### config.mk
export PLATFORM = sky130hd
export DESIGN_NAME = pipe_stage_skid
export DESIGN_NICKNAME = d
export VERILOG_FILES = /design/src/rtl/pipe_stage_skid.sv
export SDC_FILE = /design/constraint.sdc
export NUM_CORES = 1
export LEC_CHECK = 0
export CORE_MARGIN = 10
export CORE_UTILIZATION = 48
export DETAILED_ROUTE_END_ITERATION = 7
export PLACE_DENSITY = 0.86
export SLEW_MARGIN = 10
export SYNTH_ARGS = -nofsm -noshare
export SYNTH_HDL_FRONTEND = slang
export SYNTH_SLANG_ARGS = --single-unit
export TNS_END_PERCENT = 1
### constraint.sdc
create_clock -name clk -period 5.4 [get_ports clk]
set_clock_uncertainty 0.1 [all_clocks]
set_input_delay 0.81 -clock clk [delete_from_list [all_inputs] [get_ports clk]]
set_output_delay 0.81 -clock clk [all_outputs]
set_load 0.02 [all_outputs]
### src/rtl/pipe_stage_skid.sv
// pipe_stage_skid: pipeline-boundary register with a one-entry skid buffer.
// Carries a control vector (zeroed on bubbles) and an ungated data payload
// across a valid/ready handshake.
// Optional stall counter enabled by defining PIPE_STAGE_STALL_CNT_EN.
//
// Handshake: a transfer happens on a rising clk edge where valid & ready are
// both high. Valid must not depend on ready. in_ready is derived only from
// flop state, so there is no combinational path from out_ready to in_ready.
module pipe_stage_skid #(
    parameter int CTRL_W = 2,
    parameter int DATA_W = 69,
    parameter int CNT_W  = 16
) (
    input  logic              clk,
    input  logic              rst,
    input  logic              flush,
    input  logic              in_valid,
    output logic              in_ready,
    input  logic [CTRL_W-1:0] in_ctrl,
    input  logic [DATA_W-1:0] in_data,
    output logic              out_valid,
    input  logic              out_ready,
    output logic [CTRL_W-1:0] out_ctrl,
    output logic [DATA_W-1:0] out_data,
    output logic [CNT_W-1:0]  stall_cnt
);

    // Main register drives the outputs directly; the skid register catches
    // the one entry accepted while main is stalled.
    logic              main_valid;
    logic [CTRL_W-1:0] main_ctrl;
    logic [DATA_W-1:0] main_data;
    logic              skid_valid;
    logic [CTRL_W-1:0] skid_ctrl;
    logic [DATA_W-1:0] skid_data;

    logic accept;
    logic main_free;

    // Skid empty means there is room for one more entry.
    assign in_ready  = !skid_valid;
    assign accept    = in_valid && !skid_valid;
    // Main can take a new entry this cycle if empty or being delivered.
    assign main_free = !main_valid || out_ready;

    assign out_valid = main_valid;
    assign out_ctrl  = main_ctrl;
    assign out_data  = main_data;

    // Main register: refill from skid first (oldest), else from input, else
    // go empty with control cleared so bubbles never carry strobes.
    always_ff @(posedge clk or posedge rst) begin
        if (rst) begin
            main_valid <= 1'b0;
            main_ctrl  <= '0;
            main_data  <= '0;
        end else if (flush) begin
            main_valid <= 1'b0;
            main_ctrl  <= '0;
        end else if (main_free) begin
            if (skid_valid) begin
                main_valid <= 1'b1;
                main_ctrl  <= skid_ctrl;
                main_data  <= skid_data;
            end else if (accept) begin
                main_valid <= 1'b1;
                main_ctrl  <= in_ctrl;
                main_data  <= in_data;
            end else begin
                main_valid <= 1'b0;
                main_ctrl  <= '0;
            end
        end
    end

    // Skid register: loads only when main is held and an entry is accepted;
    // drains into main as soon as main frees up.
    always_ff @(posedge clk or posedge rst) begin
        if (rst) begin
            skid_valid <= 1'b0;
            skid_ctrl  <= '0;
            skid_data  <= '0;
        end else if (flush) begin
            skid_valid <= 1'b0;
            skid_ctrl  <= '0;
        end else if (main_free) begin
            if (skid_valid) begin
                skid_valid <= 1'b0;
            end
        end else if (accept) begin
            skid_valid <= 1'b1;
            skid_ctrl  <= in_ctrl;
            skid_data  <= in_data;
        end
    end

`ifdef PIPE_STAGE_STALL_CNT_EN
    logic [CNT_W-1:0] stall_q;

    // Saturating count of cycles where the presented entry is not taken;
    // only reset clears it, flush leaves it alone.
    always_ff @(posedge clk or posedge rst) begin
        if (rst) begin
            stall_q <= '0;
        end else if (main_valid && !out_ready && (stall_q != {CNT_W{1'b1}})) begin
            stall_q <= stall_q + 1'b1;
        end
    end

    assign stall_cnt = stall_q;
`else
    assign stall_cnt = '0;
`endif

endmodule

==> key figures, run 1 <==
CTS
  – Clk_lat worst skew: 410 ps
  – Post-CTS Hold Buffers: 0
  – # H-tree levels: 4
  – TritonCTS Buffers: 17
  – Root Driver: clkbuf_16
  – Maximum buffer depth of the clock tree: 2
  – Post-CTS Resized: 0
  – Clock transition at path regs: 60 ps
  – TritonCTS clock tree: yes
  – # Post-CTS Setup Buffers: 0
  – CTS Sinks: 144

Synth
  – Synth unique cells: 19
  – Synth Area in Compound Gates: 0.00509
  – Sequential area share after synthesis: 0.564
  – Post-synth EDFFs: 0
  – Seq cells post-synth: 144
  – Dominant synthesized flop cell: dfrtp_1
  – Post-Synth XOR/XNOR Area: 0
  – Area leader, netlist: dfrtp_1
  – Synth top area cells: dfrtp_1 (56%), mux2_2 (35%), buf_4 (2.7%)
  – Fraction of registers with async set/reset: 1.00
  – Adder-Cell Fraction of Synth Area: 0
  – Post-Synth Simple-Gate Area: 0.0143
  – Yosys Warn Count: 0
  – Mapped Area: 6390 sq um
  – Post-Synthesis Cells: 411
  – Commonest cells post-synth: mux2_2 (197), dfrtp_1 (144), buf_4 (23)
  – Syn avg cell area: 15.5 sq um
  – Synth top area share: 0.564
  – Mux cell area share after synthesis: 0.374
  – Main combinational cell family by area after synthesis: multiplexers
  – Most common cell in the netlist: mux2_2

Power
  – VDD IR-drop max: 0.000292 V
  – Power per cell area: 406 nW/um^2
  – Register share of total power: 0.420
  – Pint: 0.00261 W
  – Clock network power share: 0.357
  – Pleak: 3.65 nW
  – Comb power frac: 0.223
  – Sw Ratio: 0.250
  – Sw power: 0.000869 W

Routing
  – Pre-antenna DRT Iters: 4
  – Vias per Instance: 5.08
  – Total wire length: 13800 um
  – # DRC: 0
  – DRT iter0 DRCs: 167
  – Post-DRT Antenna Nets: 0
  – DR vias: 3800
  – Routed length per instance: 18.5 um

Timing
  – Fin worst setup slack: 2370 ps
  – Max Fclk: 0.330 GHz
  – Tcrit/Tclk final: 0.562
  – Rel. slew slack: 0.294
  – Worst Tran Pin Value: 1060 ps
  – Setup TNS: 0 ps
  – Final setup viols: 0
  – Slew Limit Fails: 0
  – Fin. Hold Viols: 0
  – Period minus WS final: 3030 ps
  – Unrepaired setup endpoints after global routing: no

Worst setup path
  – Slowest CP cell: dfrtp_2
  – CP startpoint kind: flop
  – Crit path kind: flop to output pin
  – Worst Setup End Kind: output pin
  – Crit-path cells: inv_1, clkdlybuf4s50_1
  – Critical path's largest stage delay: 950 ps
  – Largest delay contributor family on the critical path: flip-flops
  – Max FO, Critical Path: 40
  – Buf/Inv on CP: 2
  – Worst EP required: 4490 ps
  – Critical path data arrival time: 2120 ps

Place
  – Place WS: 2130 ps
  – Port Buffer Count: 148
  – GP Congestion: 0.753
  – HPWL Detailed: 9600 um

Run status
  – Status: completed

Final layout
  – Layout area overhead: 34.1%
  – Layout cell share with drive strength beyond 1: 0.428
  – FILL cells: 958
  – Nets: 635
  – Antenna cells: 0

Global routing
  – Vias in the first global route: 4451
  – Gr usage total: 0.156
  – Global route overflow: 0
  – Pin count of the biggest net entering global routing: 105
  – Global-route wire length before repair: 22600 um
  – Initial antenna violation count: 0

Floorplan
  – I/O pin cnt: 165
  – Die X: 135 um
  – Initial Util: 0.486
  – Die span in y: 135 um
  – # rows: 42
  – Total Die Area: 18300 sq um
  – Core area: 13100 sq um

Flow run
  – Max_cap viols: 0

Min path
  – Hold WC Path Type: flop to flop
-- layout by cell type (no fill, tap or decap) --
master,synthesis,final
a221oi_1,2,2
and2b_1,1,1
and2b_4,1,1
and4bb_2,1,1
buf_4,23,4
bufinv_16,0,3
clkbuf_1,0,4
clkbuf_16,0,17
clkbuf_8,0,8
clkdlybuf4s50_1,0,148
conb_1,1,16
dfrtp_1,144,143
dfrtp_2,0,1
inv_1,2,1
inv_6,0,1
mux2_2,197,197
mux2_4,10,10
mux2i_1,2,2
nand2b_1,1,1
nand3b_4,1,1
nor2_1,5,5
nor2_4,0,1
nor3_1,2,2
o21bai_1,2,2
-- flip-flops by register name (all words and copies together), names as in the netlist --
| signal | flops |
|---|---|
| out_valid | 1 |
| out_ctrl | 2 |
| skid_data | 69 |
| out_data | 69 |
| skid_valid | 1 |
| skid_ctrl | 2 |
-- layer usage --
| metal | vias to the layer above | wire length, um | global-route usage |
|---|---|---|---|
| met3 | 11 | 1390 | 0.0842 |
| met1 | 1940 | 5640 | 0.177 |
| met4 | 0 | 132 | 0.0472 |
| met2 | 126 | 6660 | 0.248 |
| met5 | - | 0 | 0 |
| li1 | 1723 | - | - |
-- metrics by stage --
step	cell area, sq um	cells	total power, W	util	hold WS, ps
after floorplan	6440	426	0.00190	-	374
after global placement	7930	716	0.00222	0.603	381
after detailed placement	7930	716	0.00226	0.603	388
after CTS	8570	748	0.00353	0.652	401
after global routing	8570	748	0.00364	0.652	412
final	8570	748	0.00348	0.652	398
-- final timing paths --
| check | slack (ps) | start | depth (start not counted) | to |
|---|---|---|---|---|
| worst max-delay path | 2370 | skid_valid | 2 | in_ready |
| worst max register to register | 2600 | skid_valid | 3 | skid_data[46] |
| min in group asynchronous | 860 | rst | 2 | skid_data[44] |
| max in group asynchronous | 3200 | rst | 3 | skid_data[35] |
| worst min-delay path | 400 | skid_data[29] | 1 | skid_data[29] |
| worst min register to register | 400 | skid_data[29] | 1 | skid_data[29] |
-- logic make-up after synthesis --
kind of cell,count (synthesis)
AOI/OAI and AO/OA,4
buffers and inverters,40
DFF,144
muxes,209
other,1
and+or+nand+nor,13
-- cell type report --
type | instances | area (sq um) | share of cell area
Inverter | 2 | 12.5 | 0.00146
Timing Repair Buffer | 152 | 1510 | 0.176
Clock buffer | 29 | 551 | 0.0643
Sequential cell | 144 | 3600 | 0.421
Tap cell | 176 | 220 | 0.0257
Clock inverter | 3 | 90.1 | 0.0105
Multi-Input combinational cell | 242 | 2580 | 0.301
-- power by group through the flow --
stage | sequential [W] | clock [W] | combinational [W]
after floorplan | 0.00157 | 0 | 0.000336
after global placement | 0.00146 | 0 | 0.000763
after detailed placement | 0.00148 | 0 | 0.000787
after CTS | 0.00146 | 0.00128 | 0.000789
after global routing | 0.00149 | 0.00132 | 0.000832
final | 0.00146 | 0.00124 | 0.000775
No activity file was read; power rests on OpenSTA's default activity.
==> inputs of run 2 (changes only) <==
--- a/config.mk
+++ b/config.mk
@@ -6,9 +6,9 @@
 export NUM_CORES = 1
 export LEC_CHECK = 0
 export CORE_MARGIN = 10
-export CORE_UTILIZATION = 48
+export CORE_UTILIZATION = 44
 export DETAILED_ROUTE_END_ITERATION = 7
-export PLACE_DENSITY = 0.86
+export PLACE_DENSITY = 0.83
 export SLEW_MARGIN = 10
 export SYNTH_ARGS = -nofsm -noshare
 export SYNTH_HDL_FRONTEND = slang
==> constraint.sdc (replaced) <==
create_clock -name clk -period 2.75 [get_ports clk]
set_clock_uncertainty 0.1 [all_clocks]
set_input_delay 0.4125 -clock clk [delete_from_list [all_inputs] [get_ports clk]]
set_output_delay 0.4125 -clock clk [all_outputs]
set_load 0.02 [all_outputs]
==> key figures, run 2 (synthesis results as in run 1) <==
CTS
  – Root Driver: clkbuf_16
  – TritonCTS Buffers: 17 (unchanged)
  – Clk_lat worst skew: 410 ps (about the same)
  – TritonCTS clock tree: yes
  – # Post-CTS Setup Buffers: 0 (unchanged)
  – # H-tree levels: 4 (unchanged)
  – Post-CTS Hold Buffers: 0 (unchanged)
  – CTS Sinks: 144 (unchanged)
  – Post-CTS Resized: 0 (unchanged)
  – Clock transition at path regs: 60 ps (about the same)
  – Maximum buffer depth of the clock tree: 2 (unchanged)

Timing
  – Slew Limit Fails: 0 (unchanged)
  – Setup TNS: 0 ps (unchanged)
  – Final setup viols: 0 (unchanged)
  – Period minus WS final: 2160 ps
  – Unrepaired setup endpoints after global routing: no
  – Tcrit/Tclk final: 0.784
  – Max Fclk: 0.464 GHz
  – Fin. Hold Viols: 0 (unchanged)

Floorplan
  – # rows: 43 (+2.4%)
  – I/O pin cnt: 165 (unchanged)
  – Die X: 140 um (+3.8%)
  – Core area: 14000 sq um (+6.9%)
  – Total Die Area: 19700 sq um (+7.7%)
  – Die span in y: 140 um (+3.8%)
  – Initial Util: 0.455 (-0.0313)

Final layout
  – Final non-filler cell area: 8710 sq um (+1.7%)
  – Layout cell share with drive strength beyond 1: 0.437 (+0.00820)
  – Antenna cells: 0 (unchanged)
  – Layout area overhead: 36.4%
  – Most common cell after layout, fill and taps aside: mux2_2
  – Commonest non-fill, non-tap cells in the layout: mux2_2 (197), clkdlybuf4s50_1 (148), dfrtp_1 (143), clkbuf_16 (17), conb_1 (16)
  – Nets: 638 (+0.47%)

Global routing
  – Vias in the first global route: 4458 (+0.16%)
  – Initial antenna violation count: 0 (unchanged)
  – Global-route wire length before repair: 23400 um (+3.4%)
  – Pin count of the biggest net entering global routing: 91 (-13%)
  – Gr usage total: 0.148 (-0.00817)
  – Global route overflow: 0 (unchanged)

Routing
  – Routed length per instance: 19.2 um (+3.9%)
  – # DRC: 0 (unchanged)
  – Pre-antenna DRT Iters: 4 (unchanged)
  – Total wire length: 14500 um (+4.8%)
  – DR vias: 3848 (+1.3%)
  – DRT iter0 DRCs: 131 (-22%)
  – Vias per Instance: 5.10 (+0.32%)
  – Post-DRT Antenna Nets: 0 (unchanged)

Worst setup path
  – Max FO, Critical Path: 15 (-63%)
  – Critical path data arrival time: 1640 ps (-480 ps)
  – Crit path kind: flop to output pin
  – Crit-path cells: inv_1, clkdlybuf4s50_1
  – Buf/Inv on CP: 2 (unchanged)
  – Worst Setup End Kind: output pin
  – Worst EP required: 2240 ps (-2250 ps)
  – Slowest CP cell: clkdlybuf4s50_1
  – Largest delay contributor family on the critical path: buffers and inverters
  – Worst reg2reg setup slack: 800 ps (-1800 ps)
  – Critical path's largest stage delay: 600 ps (-350 ps)
  – CP startpoint kind: flop

Flow run
  – Max_cap viols: 0 (unchanged)

Power
  – VDD IR-drop max: 0.000567 V (+94%)
  – Pleak: 3.70 nW (+1.4%)
  – Power per cell area: 812 nW/um^2 (+100%)

Place
  – HPWL Detailed: 10100 um (+5.7%)
  – GP Congestion: 0.820 (+8.9%)
  – Placed cell area: 8030 sq um (+1.3%)
  – Port Buffer Count: 148 (unchanged)

Min path
  – Hold WC Path Type: input port to async pin

Run status
  – Status: completed
## run 2: path summary, 6_finish.rpt
path / start / to / cells after the start
setup / recovery: skid_valid / in_ready / 2
hold / removal: rst / out_data[9] / 2
setup reg to reg: skid_valid / skid_data[30] / 4
hold reg to reg: skid_data[11] / skid_data[11] / 1
max in group asynchronous: rst / skid_data[39] / 3
min in group clk: skid_data[11] / skid_data[11] / 1
## run 2: area by class of cell
| class | count | area, sq um |
|---|---|---|
| clock buffers | 20 | 457 |
| inverters | 2 | 11.3 |
| well taps | 180 | 225 |
| multi-input cells | 242 | 2580 |
| clock inverters | 12 | 228 |
| fillers | 1035 | 5330 |
| repair buffers | 155 | 1610 |
| flip-flops and latches | 144 | 3600 |
## run 2: layer usage
layer  routed length [um]  GRT usage
met5                    0          0
met4                  165     0.0554
met3                 1210     0.0656
met2                 7110      0.234
met1                 6010      0.172
## run 2: worst register-to-register path, cell delays in order (launching register included)
cell      delay [ps]
dfrtp_2          570
and2b_1          280
nand3b_4         100
buf_4            370
mux2_2           410
## run 2: metrics by stage
stage	hold WS, ps	worst slack (ps)	std cells	util	total power (W)
after floorplan	374	432	426	-	0.00374
after CTS	171	567	755	0.620	0.00715
after global placement	381	447	723	0.572	0.00439
final	183	593	755	0.620	0.00707
after global routing	192	518	755	0.620	0.00737
after detailed placement	388	401	723	0.572	0.00447
## run 2: report_power, final
| group | leakage, nW | switching, W | internal, W |
|---|---|---|---|
| sequential | 1.74 | 0.000264 | 0.00261 |
| combinational | 1.63 | 0.000645 | 0.000903 |
| clock | 0.332 | 0.000889 | 0.00176 |
==> inputs of run 3 (changes only) <==
--- a/config.mk
+++ b/config.mk
@@ -6,9 +6,9 @@
 export NUM_CORES = 1
 export LEC_CHECK = 0
 export CORE_MARGIN = 10
-export CORE_UTILIZATION = 44
+export CORE_UTILIZATION = 48
 export DETAILED_ROUTE_END_ITERATION = 7
-export PLACE_DENSITY = 0.83
+export PLACE_DENSITY = 0.86
 export SLEW_MARGIN = 10
 export SYNTH_ARGS = -nofsm -noshare
 export SYNTH_HDL_FRONTEND = slang
==> constraint.sdc (replaced) <==
create_clock -name clk -period 2.2 [get_ports clk]
set_clock_uncertainty 0.1 [all_clocks]
set_input_delay 0.33 -clock clk [delete_from_list [all_inputs] [get_ports clk]]
set_output_delay 0.33 -clock clk [all_outputs]
set_load 0.02 [all_outputs]
==> key figures, run 3 (synthesis results as in run 1) <==
Routing
  – Total wire length: 14400 um (-0.56%)
  – Pre-antenna DRT Iters: 4 (unchanged)
  – Post-DRT Antenna Nets: 0 (unchanged)
  – Vias per Instance: 5.16 (+1.2%)
  – DR vias: 3895 (+1.2%)
  – DRT iter0 DRCs: 157 (+20%)
  – Routed length per instance: 19.1 um (-0.56%)
  – # DRC: 0 (unchanged)

Timing
  – Setup TNS: 0 ps (unchanged)
  – Slew Limit Fails: 0 (unchanged)
  – Max Fclk: 0.482 GHz
  – Unrepaired setup endpoints after global routing: no
  – Fin. Hold Viols: 0 (unchanged)
  – Rel. slew slack: 0.624
  – Worst Tran Pin Value: 564 ps
  – Tcrit/Tclk final: 0.943
  – Period minus WS final: 2070 ps
  – Final setup viols: 0 (unchanged)

Global routing
  – Gr usage total: 0.161 (+0.0134)
  – Grt met2 use: 0.251 (+0.0167)
  – Vias in the first global route: 4366 (-2.1%)
  – Met1 Usage GRT: 0.197 (+0.0247)
  – Pin count of the biggest net entering global routing: 101 (+11%)
  – Busiest grt layer: met2
  – Initial antenna violation count: 0 (unchanged)
  – Global-route wire length before repair: 23400 um (unchanged)
  – Global route overflow: 0 (unchanged)
  – Met3 Usage GRT: 0.0723 (+0.00674)

CTS
  – TritonCTS Buffers: 17 (unchanged)
  – Root Driver: clkbuf_16
  – Clk_lat worst skew: 410 ps (about the same)
  – Post-CTS Resized: 0 (unchanged)
  – TritonCTS clock tree: yes
  – Clock transition at path regs: 60 ps (about the same)
  – # H-tree levels: 4 (unchanged)
  – Post-CTS Hold Buffers: 0 (unchanged)
  – CTS Sinks: 144 (unchanged)
  – Maximum buffer depth of the clock tree: 2 (unchanged)
  – # Post-CTS Setup Buffers: 0 (unchanged)

Worst setup path
  – Worst Setup End Kind: output pin
  – Worst reg2reg path depth: 3 (-1)
  – CP startpoint kind: flop
  – Max FO, Critical Path: 15 (unchanged)
  – Worst EP required: 1770 ps (-470 ps)
  – Worst reg2reg setup slack: 340 ps (-460 ps)
  – Critical path data arrival time: 1640 ps (about the same)
  – RR Startpoint: skid_valid
  – Reg2reg end: out_data[35]
  – Crit path kind: flop to output pin

Final layout
  – Layout area overhead: 35.2%
  – Nets: 642 (+0.63%)
  – Antenna cells: 0 (unchanged)
  – Commonest non-fill, non-tap cells in the layout: mux2_2 (197), clkdlybuf4s50_1 (148), dfrtp_1 (143), clkbuf_16 (17), conb_1 (16)
  – Layout cell share with drive strength beyond 1: 0.442 (+0.00562)
  – Most common cell after layout, fill and taps aside: mux2_2
  – Post-Layout Cell Count: 755 (unchanged)

Power
  – VDD IR-drop max: 0.000659 V (+16%)
  – Total power draw: 0.00832 W (+18%)
  – Power per cell area: 963 nW/um^2 (+19%)
  – Pleak: 3.67 nW (-0.77%)

Place
  – Port Buffer Count: 148 (unchanged)
  – GP Congestion: 0.795 (-3.0%)
  – HPWL Detailed: 10200 um (+0.48%)
  – Placed insts: 723 (unchanged)

Floorplan
  – Die X: 135 um (-3.7%)
  – # rows: 42 (-2.3%)
  – Initial Util: 0.486 (+0.0313)
  – I/O pin cnt: 165 (unchanged)
  – Total Die Area: 18300 sq um (-7.2%)
  – Core area: 13100 sq um (-6.4%)
  – Die span in y: 135 um (-3.7%)

Flow run
  – Max_cap viols: 0 (unchanged)

Min path
  – Hold WC Path Type: input port to async pin

Run status
  – Status: completed
run 3: changes by cell type in the layout (fill, tap and decap cells not counted):
cell / change
clkbuf_8: -1
clkbuf_1: -1
bufinv_16: -4
inv_6: -2
clkinv_4: +1
clkinv_2: +4
buf_4: +4
clkinvlp_4: +3
run 3: through the flow:
stage | util | worst slack (ps) | cell area [sq um] | hold slack, ps
6_report | 0.657 | 126 | 8630 | 337
5_1_grt | 0.657 | 60.5 | 8630 | 413
3_3_place_gp | 0.613 | 140 | 8050 | 381
4_1_cts | 0.657 | 114 | 8630 | 403
2_1_floorplan | - | -35.0 | 6450 | 296
3_5_place_dp | 0.613 | 96.6 | 8050 | 390
run 3: power by group:
part / switching, W / total [W] / internal (W) / leakage, nW
registers: 0.000328 / 0.00359 / 0.00326 / 1.74
logic: 0.000806 / 0.00194 / 0.00113 / 1.66
clock network: 0.00110 / 0.00279 / 0.00169 / 0.278
run 3: critical path: stages, from the launching register on:
cell and delay, ps:
dfrtp_2 530, inv_1 90, clkdlybuf4s50_1 610
run 3: worst max-delay path by stage:
stage / cells past startpoint / slack, ps / endpoint / start
final: 2 / 130 / in_ready / skid_valid
after CTS: 2 / 110 / in_ready / skid_valid
after detailed placement: 5 / 100 / out_data[56] / out_ready
after global routing: 2 / 60 / in_ready / skid_valid
after global placement: 5 / 140 / out_data[41] / out_ready
after floorplan: 1 / -40 / out_ctrl[0] / rst
run 3: per-layer routing:
| metal | share of wire | vias to the layer above |
|---|---|---|
| li1 | - | 1755 |
| met1 | 0.42 | 2003 |
| met2 | 0.48 | 126 |
| met3 | 0.085 | 11 |
| met4 | 0.0084 | 0 |
| met5 | 0 | - |
run 3: area by class of cell:
cell class / count / area (sq um)
fillers: 940 / 4500
flip-flops and latches: 144 / 3600
well taps: 176 / 220
clock buffers: 18 / 439
inverters: 2 / 11.3
multi-input cells: 242 / 2580
clock inverters: 14 / 141
repair buffers: 159 / 1640
